[src/rtl/usb_ls_bit_tx_if.sv]
// Byte-stream and pad-side signals of the low-speed USB bit transmitter.
// The master drives packet bytes in; the slave (transmitter) drives the pads and status.
interface usb_ls_bit_tx_if;
  logic       tx_valid;
  logic [7:0] tx_data;
  logic       tx_last;
  logic       tx_ready;
  logic       tx_dp;
  logic       tx_dm;
  logic       tx_oe;
  logic       tx_busy;
  logic       tx_underrun;

  modport master (
    output tx_valid, tx_data, tx_last,
    input  tx_ready, tx_dp, tx_dm, tx_oe, tx_busy, tx_underrun
  );

  modport slave (
    input  tx_valid, tx_data, tx_last,
    output tx_ready, tx_dp, tx_dm, tx_oe, tx_busy, tx_underrun
  );
endinterface

[src/rtl/usb_ls_bit_tx.sv]
// Low-speed USB bit transmitter: SYNC, NRZI + bit-stuffed data LSB first, then EOP.
// Optional macro USB_TX_KEEPALIVE_EN adds keepalive_req for standalone EOPs from IDLE.
module usb_ls_bit_tx #(
  parameter int CLKS_PER_BIT = 32,
  parameter int STUFF_LEN    = 6
) (
  input logic clk,
  input logic rst,
`ifdef USB_TX_KEEPALIVE_EN
  input logic keepalive_req,
`endif
  usb_ls_bit_tx_if.slave tx
);
  localparam int CW = (CLKS_PER_BIT > 1) ? $clog2(CLKS_PER_BIT) : 1;
  localparam int OW = $clog2(STUFF_LEN + 1);

  typedef enum logic [2:0] {IDLE, SYNC, DATA, EOP_SE0, EOP_J} state_e;

  state_e          state_q, state_d;
  logic [CW-1:0]   cnt_q, cnt_d;
  logic [7:0]      shift_q, shift_d;
  logic [2:0]      bitIdx_q, bitIdx_d;
  logic [OW-1:0]   ones_q, ones_d;
  logic [7:0]      hold_q, hold_d;
  logic            holdFull_q, holdFull_d;
  logic            holdLast_q, holdLast_d;
  logic            shiftLast_q, shiftLast_d;
  logic            lastAcc_q, lastAcc_d;
  logic            alive_q;
  logic            dp_q, dp_d, dm_q, dm_d, oe_q, oe_d;
  logic            underrun_q, underrun_d;

  logic strobe, ready, accept, emit, emitBit;

  assign strobe = (cnt_q == CW'(CLKS_PER_BIT - 1));
  // alive_q keeps tx_ready low until the first clock after reset releases.
  assign ready  = alive_q && ((state_q == IDLE) ||
                  ((state_q == SYNC || state_q == DATA) && !holdFull_q && !lastAcc_q));
  assign accept = tx.tx_valid && ready;

  assign tx.tx_ready    = ready;
  assign tx.tx_dp       = dp_q;
  assign tx.tx_dm       = dm_q;
  assign tx.tx_oe       = oe_q;
  assign tx.tx_busy     = (state_q != IDLE);
  assign tx.tx_underrun = underrun_q;

  always_ff @(posedge clk or posedge rst) begin
    if (rst) begin
      state_q     <= IDLE;
      cnt_q       <= '0;
      shift_q     <= '0;
      bitIdx_q    <= '0;
      ones_q      <= '0;
      hold_q      <= '0;
      holdFull_q  <= 1'b0;
      holdLast_q  <= 1'b0;
      shiftLast_q <= 1'b0;
      lastAcc_q   <= 1'b0;
      alive_q     <= 1'b0;
      dp_q        <= 1'b0;
      dm_q        <= 1'b1;
      oe_q        <= 1'b0;
      underrun_q  <= 1'b0;
    end else begin
      state_q     <= state_d;
      cnt_q       <= cnt_d;
      shift_q     <= shift_d;
      bitIdx_q    <= bitIdx_d;
      ones_q      <= ones_d;
      hold_q      <= hold_d;
      holdFull_q  <= holdFull_d;
      holdLast_q  <= holdLast_d;
      shiftLast_q <= shiftLast_d;
      lastAcc_q   <= lastAcc_d;
      alive_q     <= 1'b1;
      dp_q        <= dp_d;
      dm_q        <= dm_d;
      oe_q        <= oe_d;
      underrun_q  <= underrun_d;
    end
  end

  always_comb begin
    state_d     = state_q;
    cnt_d       = (state_q == IDLE || strobe) ? '0 : cnt_q + 1'b1;
    shift_d     = shift_q;
    bitIdx_d    = bitIdx_q;
    ones_d      = ones_q;
    hold_d      = hold_q;
    holdFull_d  = holdFull_q;
    holdLast_d  = holdLast_q;
    shiftLast_d = shiftLast_q;
    lastAcc_d   = lastAcc_q;
    dp_d        = dp_q;
    dm_d        = dm_q;
    oe_d        = oe_q;
    underrun_d  = 1'b0;
    emit        = 1'b0;
    emitBit     = 1'b0;

    if (accept) begin
      hold_d     = tx.tx_data;
      holdFull_d = 1'b1;
      holdLast_d = tx.tx_last;
      lastAcc_d  = tx.tx_last;
    end

    case (state_q)
      IDLE: begin
        if (accept) begin
          state_d     = SYNC;
          shift_d     = 8'h80;
          shiftLast_d = 1'b0;
          bitIdx_d    = '0;
          ones_d      = '0;
          oe_d        = 1'b1;
          emit        = 1'b1;
          emitBit     = 1'b0;
        end
`ifdef USB_TX_KEEPALIVE_EN
        else if (keepalive_req) begin
          state_d  = EOP_SE0;
          bitIdx_d = '0;
          oe_d     = 1'b1;
          dp_d     = 1'b0;
          dm_d     = 1'b0;
        end
`endif
      end
      SYNC, DATA: begin
        if (strobe) begin
          // A pending stuff bit takes priority, even after the final data bit.
          if (ones_q == OW'(STUFF_LEN)) begin
            emit = 1'b1;
          end else if (bitIdx_q != 3'd7) begin
            shift_d  = shift_q >> 1;
            bitIdx_d = bitIdx_q + 3'd1;
            emit     = 1'b1;
            emitBit  = shift_q[1];
          end else if (state_q == DATA && shiftLast_q) begin
            state_d  = EOP_SE0;
            bitIdx_d = '0;
            dp_d     = 1'b0;
            dm_d     = 1'b0;
          end else if (holdFull_q) begin
            state_d     = DATA;
            shift_d     = hold_q;
            shiftLast_d = holdLast_q;
            holdFull_d  = 1'b0;
            bitIdx_d    = '0;
            emit        = 1'b1;
            emitBit     = hold_q[0];
          end else if (accept) begin
            state_d     = DATA;
            shift_d     = tx.tx_data;
            shiftLast_d = tx.tx_last;
            holdFull_d  = 1'b0;
            bitIdx_d    = '0;
            emit        = 1'b1;
            emitBit     = tx.tx_data[0];
          end else begin
            state_d    = EOP_SE0;
            bitIdx_d   = '0;
            underrun_d = 1'b1;
            dp_d       = 1'b0;
            dm_d       = 1'b0;
          end
        end
      end
      EOP_SE0: begin
        if (strobe) begin
          if (bitIdx_q == 3'd1) begin
            state_d = EOP_J;
            dp_d    = 1'b0;
            dm_d    = 1'b1;
          end else begin
            bitIdx_d = bitIdx_q + 3'd1;
          end
        end
      end
      EOP_J: begin
        if (strobe) begin
          state_d    = IDLE;
          oe_d       = 1'b0;
          holdFull_d = 1'b0;
          lastAcc_d  = 1'b0;
        end
      end
      default: state_d = IDLE;
    endcase

    // NRZI: a 0 (or stuff bit) toggles J<->K and breaks the run of ones.
    if (emit) begin
      if (!emitBit) begin
        dp_d   = ~dp_q;
        dm_d   = ~dm_q;
        ones_d = '0;
      end else begin
        ones_d = ones_q + 1'b1;
      end
    end
  end
endmodule

[src/flat_wrapper.sv]
// flat-port wrapper written by rule: the top's interface ports become plain ports
module usb_ls_bit_tx_flat 
#(
  parameter int CLKS_PER_BIT = 32,
  parameter int STUFF_LEN    = 6
)
  (clk, rst, tx_tx_valid, tx_tx_data, tx_tx_last, tx_tx_ready, tx_tx_dp, tx_tx_dm, tx_tx_oe, tx_tx_busy, tx_tx_underrun);
  usb_ls_bit_tx_if tx_i ();
  input logic clk;
  input logic rst;
  input wire logic [$bits(tx_i.tx_valid)-1:0] tx_tx_valid;
  input wire logic [$bits(tx_i.tx_data)-1:0] tx_tx_data;
  input wire logic [$bits(tx_i.tx_last)-1:0] tx_tx_last;
  output wire logic [$bits(tx_i.tx_ready)-1:0] tx_tx_ready;
  output wire logic [$bits(tx_i.tx_dp)-1:0] tx_tx_dp;
  output wire logic [$bits(tx_i.tx_dm)-1:0] tx_tx_dm;
  output wire logic [$bits(tx_i.tx_oe)-1:0] tx_tx_oe;
  output wire logic [$bits(tx_i.tx_busy)-1:0] tx_tx_busy;
  output wire logic [$bits(tx_i.tx_underrun)-1:0] tx_tx_underrun;
  assign tx_i.tx_valid = tx_tx_valid;
  assign tx_i.tx_data = tx_tx_data;
  assign tx_i.tx_last = tx_tx_last;
  assign tx_tx_ready = tx_i.tx_ready;
  assign tx_tx_dp = tx_i.tx_dp;
  assign tx_tx_dm = tx_i.tx_dm;
  assign tx_tx_oe = tx_i.tx_oe;
  assign tx_tx_busy = tx_i.tx_busy;
  assign tx_tx_underrun = tx_i.tx_underrun;
  usb_ls_bit_tx #(.CLKS_PER_BIT(CLKS_PER_BIT), .STUFF_LEN(STUFF_LEN)) u_core (.clk(clk), .rst(rst), .tx(tx_i));
endmodule
[config.mk]
export PLATFORM = sky130hd
export DESIGN_NAME = usb_ls_bit_tx_flat
export DESIGN_NICKNAME = d
export VERILOG_FILES = /design/src/rtl/usb_ls_bit_tx_if.sv /design/src/rtl/usb_ls_bit_tx.sv /design/src/flat_wrapper.sv
export SDC_FILE = /design/constraint.sdc
export NUM_CORES = 1
export LEC_CHECK = 0
export BUFFER_PORTS_ARGS = -buffer_cell sky130_fd_sc_hd__clkbuf_2
export CORE_UTILIZATION = 57
export CTS_CLUSTER_DIAMETER = 50
export CTS_CLUSTER_SIZE = 16
export DETAILED_ROUTE_END_ITERATION = 12
export HOLD_SLACK_MARGIN = 0.1
export PLACE_DENSITY = 0.77
export SLEW_MARGIN = 20
export SYNTH_ARGS = -nofsm -noshare
export SYNTH_HDL_FRONTEND = slang
export SYNTH_SLANG_ARGS = --single-unit
[constraint.sdc]
create_clock -name clk -period 3.2 [get_ports clk]
set_input_delay 0.16 -clock clk [delete_from_list [all_inputs] [get_ports clk]]
set_output_delay 0.16 -clock clk [all_outputs]
set_load 0.03 [all_outputs]
# Word-level counts from Yosys, hierarchy flattened
# Index checks and enable logic that the tools add are counted.
# W data, S select, Z words.
word_totals:
  elab_cells: 160
  regBits: 39
  in_bits: 12
  out_inout_bits: 6
op_classes:
  n_bitwise: 2
  n_eq_ne: 20
  n_reduce_logical: 24
  n_addsub: 3
  muxes: 96
ops:
  columns: ["operator", "count"]
  rows:
  - ["$mux W1", 61]
  - ["$mux W8", 7]
  - ["$mux W3", 18]
  - ["$pmux W8 S2", 1]
  - ["$reduce_and A7 Y1", 2]
  - ["$pmux W1 S2", 6]
  - ["$pmux W3 S4", 1]
  - ["$reduce_and A6 Y1", 2]
  - ["$ne A2 B1 Y1 const B", 5]
  - ["$pmux W3 S3", 1]
  - ["$ne A2 B2 Y1 const B", 4]
  - ["$reduce_bool A2 Y1", 4]
  - ["$add A3 B1 Y3 const B", 2]
  - ["$eq A3 B1 Y1 const B", 2]
  - ["$eq A3 B2 Y1 const B", 2]
  - ["$eq A3 B3 Y1 const B", 2]
  - ["$reduce_bool A3 Y1", 2]
  - ["$add A5 B1 Y5 const B", 1]
  - ["$eq A5 B5 Y1 const B", 1]
  - ["$logic_and A1 B1 Y1", 5]
  - ["$mux W5", 1]
  - ["$ne A4 B1 Y1 const B", 1]
  - ["$logic_not A3 Y1", 1]
  - ["$logic_or A1 B1 Y1", 3]
  - ["other kinds (8)", 10]

# Depth between registers and ports, before layout
depth:
  depth_word: 16
  depth_mapped: 9
  ltp_nobuf: 8

# Worst setup path before layout
# Ideal clock, no wire load.
synth_timing:
  kind: "reg2reg"
  start: "register u_core.cnt_q[0]"
  end: "register u_core.shift_q[1]"
  path_buffers: 1
  path_stages_with_launch: 10
  setup_time_ps: 128
  t_arrival_ps: 2171
  synth_period_minus_slack_ps: 2299
  t_required_ps: 3072
  setup_slack_ps: 901
  cell_sequence: "dfrtp_1 -> ha_1 -> and3_1 -> ha_1 -> clkbuf_1 -> o21a_1 -> a31oi_1 -> or3_1 -> a21oi_4 -> mux2_1"
synth_via:
  elab_chain_len: 3
synth_rtl:
  columns: ["item", "line", "text"]
  rows:
  - ["start, declared", "usb_ls_bit_tx.sv:20", "logic [CW-1:0] cnt_q, cnt_d;"]
  - ["start signal, assigned", "usb_ls_bit_tx.sv:67", "cnt_q <= cnt_d;"]
  - ["$eq A5 B5 Y1", "usb_ls_bit_tx.sv:35", "assign strobe = (cnt_q == CW'(CLKS_PER_BIT - 1));"]
  - ["$ne A2 B1 Y1 (no line)", null, null]
  - ["$reduce_and A6 Y1 (no line)", null, null]
  - ["end signal, assigned", "usb_ls_bit_tx.sv:68", "shift_q <= shift_d;"]
  - ["end, declared", "usb_ls_bit_tx.sv:21", "logic [7:0] shift_q, shift_d;"]
# No other way between the ends.
# A chain may end at the register's enable or synchronous reset.

# Worst setup path in the final report
layout_timing:
  start: "register u_core.cnt_q[0]"
  end: "register u_core.shift_q[2]"
# Same word-level chain as after synthesis.

==> reports/results.ini <==
[global_routing]
grtUsageTotal_pct = 22.8
grt_max_degree = 39
antenna_found_initial = 0
overflow = 0
grt_pass1_vias = 1508
grt_pass1_wl_um = 7030

[detailed_routing]
vias = 1648
vias_per_cell = 6.17
antenna_violating_nets_post_route = 0
drt_iter0_drc = 112
drcViolationCount = 0
dr.pass1.iters = 4
avgRoutedWirePerCell_um = 15.4
finalWirelength_um = 4100

[run]
drv_cap = 0

[finish]
layout_common_cells = 37 x dfrtp_1, 19 x nor2_1, 19 x mux2_1, 17 x clkbuf_2
final.fill_count = 288
diodes = 0
nNetsFinal = 240
final_cell_count_no_fill = 267
area_delta_synth_final_pct = 9.72
finish.utilization_pct = 67.6
layout_commonest_cell = dfrtp_1
layout-drive-gt1-share_pct = 15.8

[logic_synthesis]
yosysTopAreaCellShare_pct = 43.4
syn_area_sq_um = 2140
async_flop_share_pct = 100
ys.flop_type = dfrtp_1
syn-num-nets = 221
avgSynthCellArea_sq_um = 10.6
synth-edff-count = 0
ys_top_cells_by_area = dfrtp_1 43%, mux2_1 10%, mux2i_1 4.7%
yosysSeqAreaShare_pct = 44.6
synth_cell_type_count = 53
synth_top_area_cell = dfrtp_1
syn_inst = 202
ys_seq_elements = 38
yosysWarnings = 0

[place]
dp_cells = 257
dp_hpwl_um = 2970
io_buffers = 17
gp_congestion = 0.896

[setup_path]
crit_required_ns = 3.37
r2r-start = u_core.cnt_q[0]
arrival_ns = 2.68
rr_worst_depth = 8
crit_path_end_kind = flop
r2r_slack_ns = 0.69
critPathKind = flop to flop
path_max_fanout = 8
rr_endpoint = u_core.shift_q[2]
start_kind = flop

[timing]
fin_crit_sh_pct = 78.5
slew_viol_final = 0
tns_ns = 0
setup_viol = 0
clock_skew_ns = 0.00270
timing.fmax_mhz = 398
tightest_slew_ns = 0.740
hold_viol = 0
rsz0062_at_grt = false
slew_headroom_pct = 50.7
fin_crit_ns = 2.51

[floorplanning]
die_area_sq_um = 4000
ios = 18
row_count = 21
start_util_pct = 61.6
die_h_um = 63.2
die-width_um = 63.2
core_area_sq_um = 3470

[run_status]
outcome = finished, final reports clean

[power_and_ir_drop]
p_leak_uw = 0.00114
peakVddDrop_v = 0.000530
p_per_area_nw_per_um2 = 696

[clock_network]
cts_buffers = 5
cts_sinks = 38
cts_root_buf = clkbuf_8
cts_tree = yes
h-tree-depth = 2
clk_path_buf_depth = 2
clk_pin_slew_ns = 0.07
clock_latency_ns = 0.29

[min_path]
worstHoldPathCells = 2
hold_path_end = u_core.hold_q[1]
min_path_type = primary input to flop
min_from = tx_tx_data[1]

[per-layer routing]
metal / track usage, % / up-vias / routed length, um
met5: 0 / - / 0
met4: 9.09 / 0 / 76
met3: 4.53 / 8 / 242
met2: 36.7 / 59 / 2050
met1: 30.3 / 810 / 1730
li1: - / 771 / -
[critical path, cell delays in order, from the launching register on]
cell and delay, ns:
dfrtp_1 0.39, ha_1 0.20, and3_1 0.17, ha_1 0.31
o21a_1 0.19, a31oi_1 0.05, or3_1 0.43, a21oi_4 0.26
mux2_1 0.38
[worst max-delay path by stage]
stage	from	endpoint	slack (ns)	cells past startpoint
4_1_cts	u_core.cnt_q[0]	u_core.shift_q[2]	0.68	8
2_1_floorplan	u_core.cnt_q[0]	u_core.shift_q[1]	0.90	9
5_1_grt	u_core.cnt_q[0]	u_core.shift_q[2]	0.51	8
3_5_place_dp	u_core.cnt_q[0]	u_core.shift_q[2]	0.73	8
6_report	u_core.cnt_q[0]	u_core.shift_q[2]	0.69	8
3_3_place_gp	u_core.cnt_q[0]	u_core.shift_q[3]	0.87	8
[metrics by stage]
step                cell area (sq um)  worst slack (ns)  power, uW  hold slack, ns
detailed placement               2230             0.731       1330           0.277
global placement                 2230             0.875       1290           0.267
finish                           2340             0.689       1630           0.102
floorplan                        2140             0.901       1200           0.292
CTS                              2340             0.683       1640           0.100
global route                     2340             0.508       1730           0.114
[cell families after synthesis]
| logic type | after synthesis | share of synthesized area (%) |
|---|---|---|
| simple gates | 59 | 14.8 |
| compound gates | 50 | 16.8 |
| flops | 38 | 44.6 |
| mux | 29 | 14.7 |
| buf+inv | 15 | 3.46 |
| fa+ha+maj | 8 | 4.63 |
| xor+xnor | 2 | 0.820 |
| other cells | 1 | 0.176 |
[Yosys cell counts (3+ instances only)]
library cell and number:
mux2_1 19, o21ai_0 4, and3_1 4, a21o_1 6, dfrtp_1 37, inv_1 6, ha_1 7, clkbuf_1 4
a31oi_1 4, nor2_1 19, o21a_1 3, mux2i_1 10, nand3_1 3, a211oi_1 6, nand2_1 9, nand2b_1 4
nor3_1 3, a21oi_1 10
[repair_timing]
| item | 4_1_cts | 5_1_grt |
|---|---|---|
| setup buffers | 0 | 0 |
| resized for setup | 0 | 0 |
| hold buffers | 3 | 0 |
| endpoints found under the hold margin | 39 | 0 |
[registers in the layout (all words and copies together), names as in the netlist]
register,cells
u_core.tx.tx_dm,1
u_core.lastAcc_q,1
u_core.tx.tx_dp,1
u_core.bitIdx_q,3
u_core.tx.tx_oe,1
u_core.shiftLast_q,1
u_core.alive_q,1
u_core.hold_q,8
u_core.shift_q,7
u_core.state_q,3
u_core.cnt_q,5
u_core.holdFull_q,1
u_core.ones_q,3
u_core.holdLast_q,1
u_core.tx.tx_underrun,1
[cell type report]
class	instances	area, sq um	area share (%)
sequential	38	952	40.6
inverter	6	22.5	0.961
clock buffer	5	68.8	2.94
tap	46	57.6	2.46
multi-input combinational	149	1110	47.4
clock inverter	2	10.0	0.427
timing repair buffer	21	123	5.23
[power by group]
part / leakage (uW) / switching [uW] / internal (uW)
Combinational: 0.000616 / 318 / 251
Sequential: 0.000478 / 121 / 636
Clock: 0.0000438 / 159 / 146
Total: 0.00114 / 597 / 1030
No activity file was read; power rests on OpenSTA's default activity.
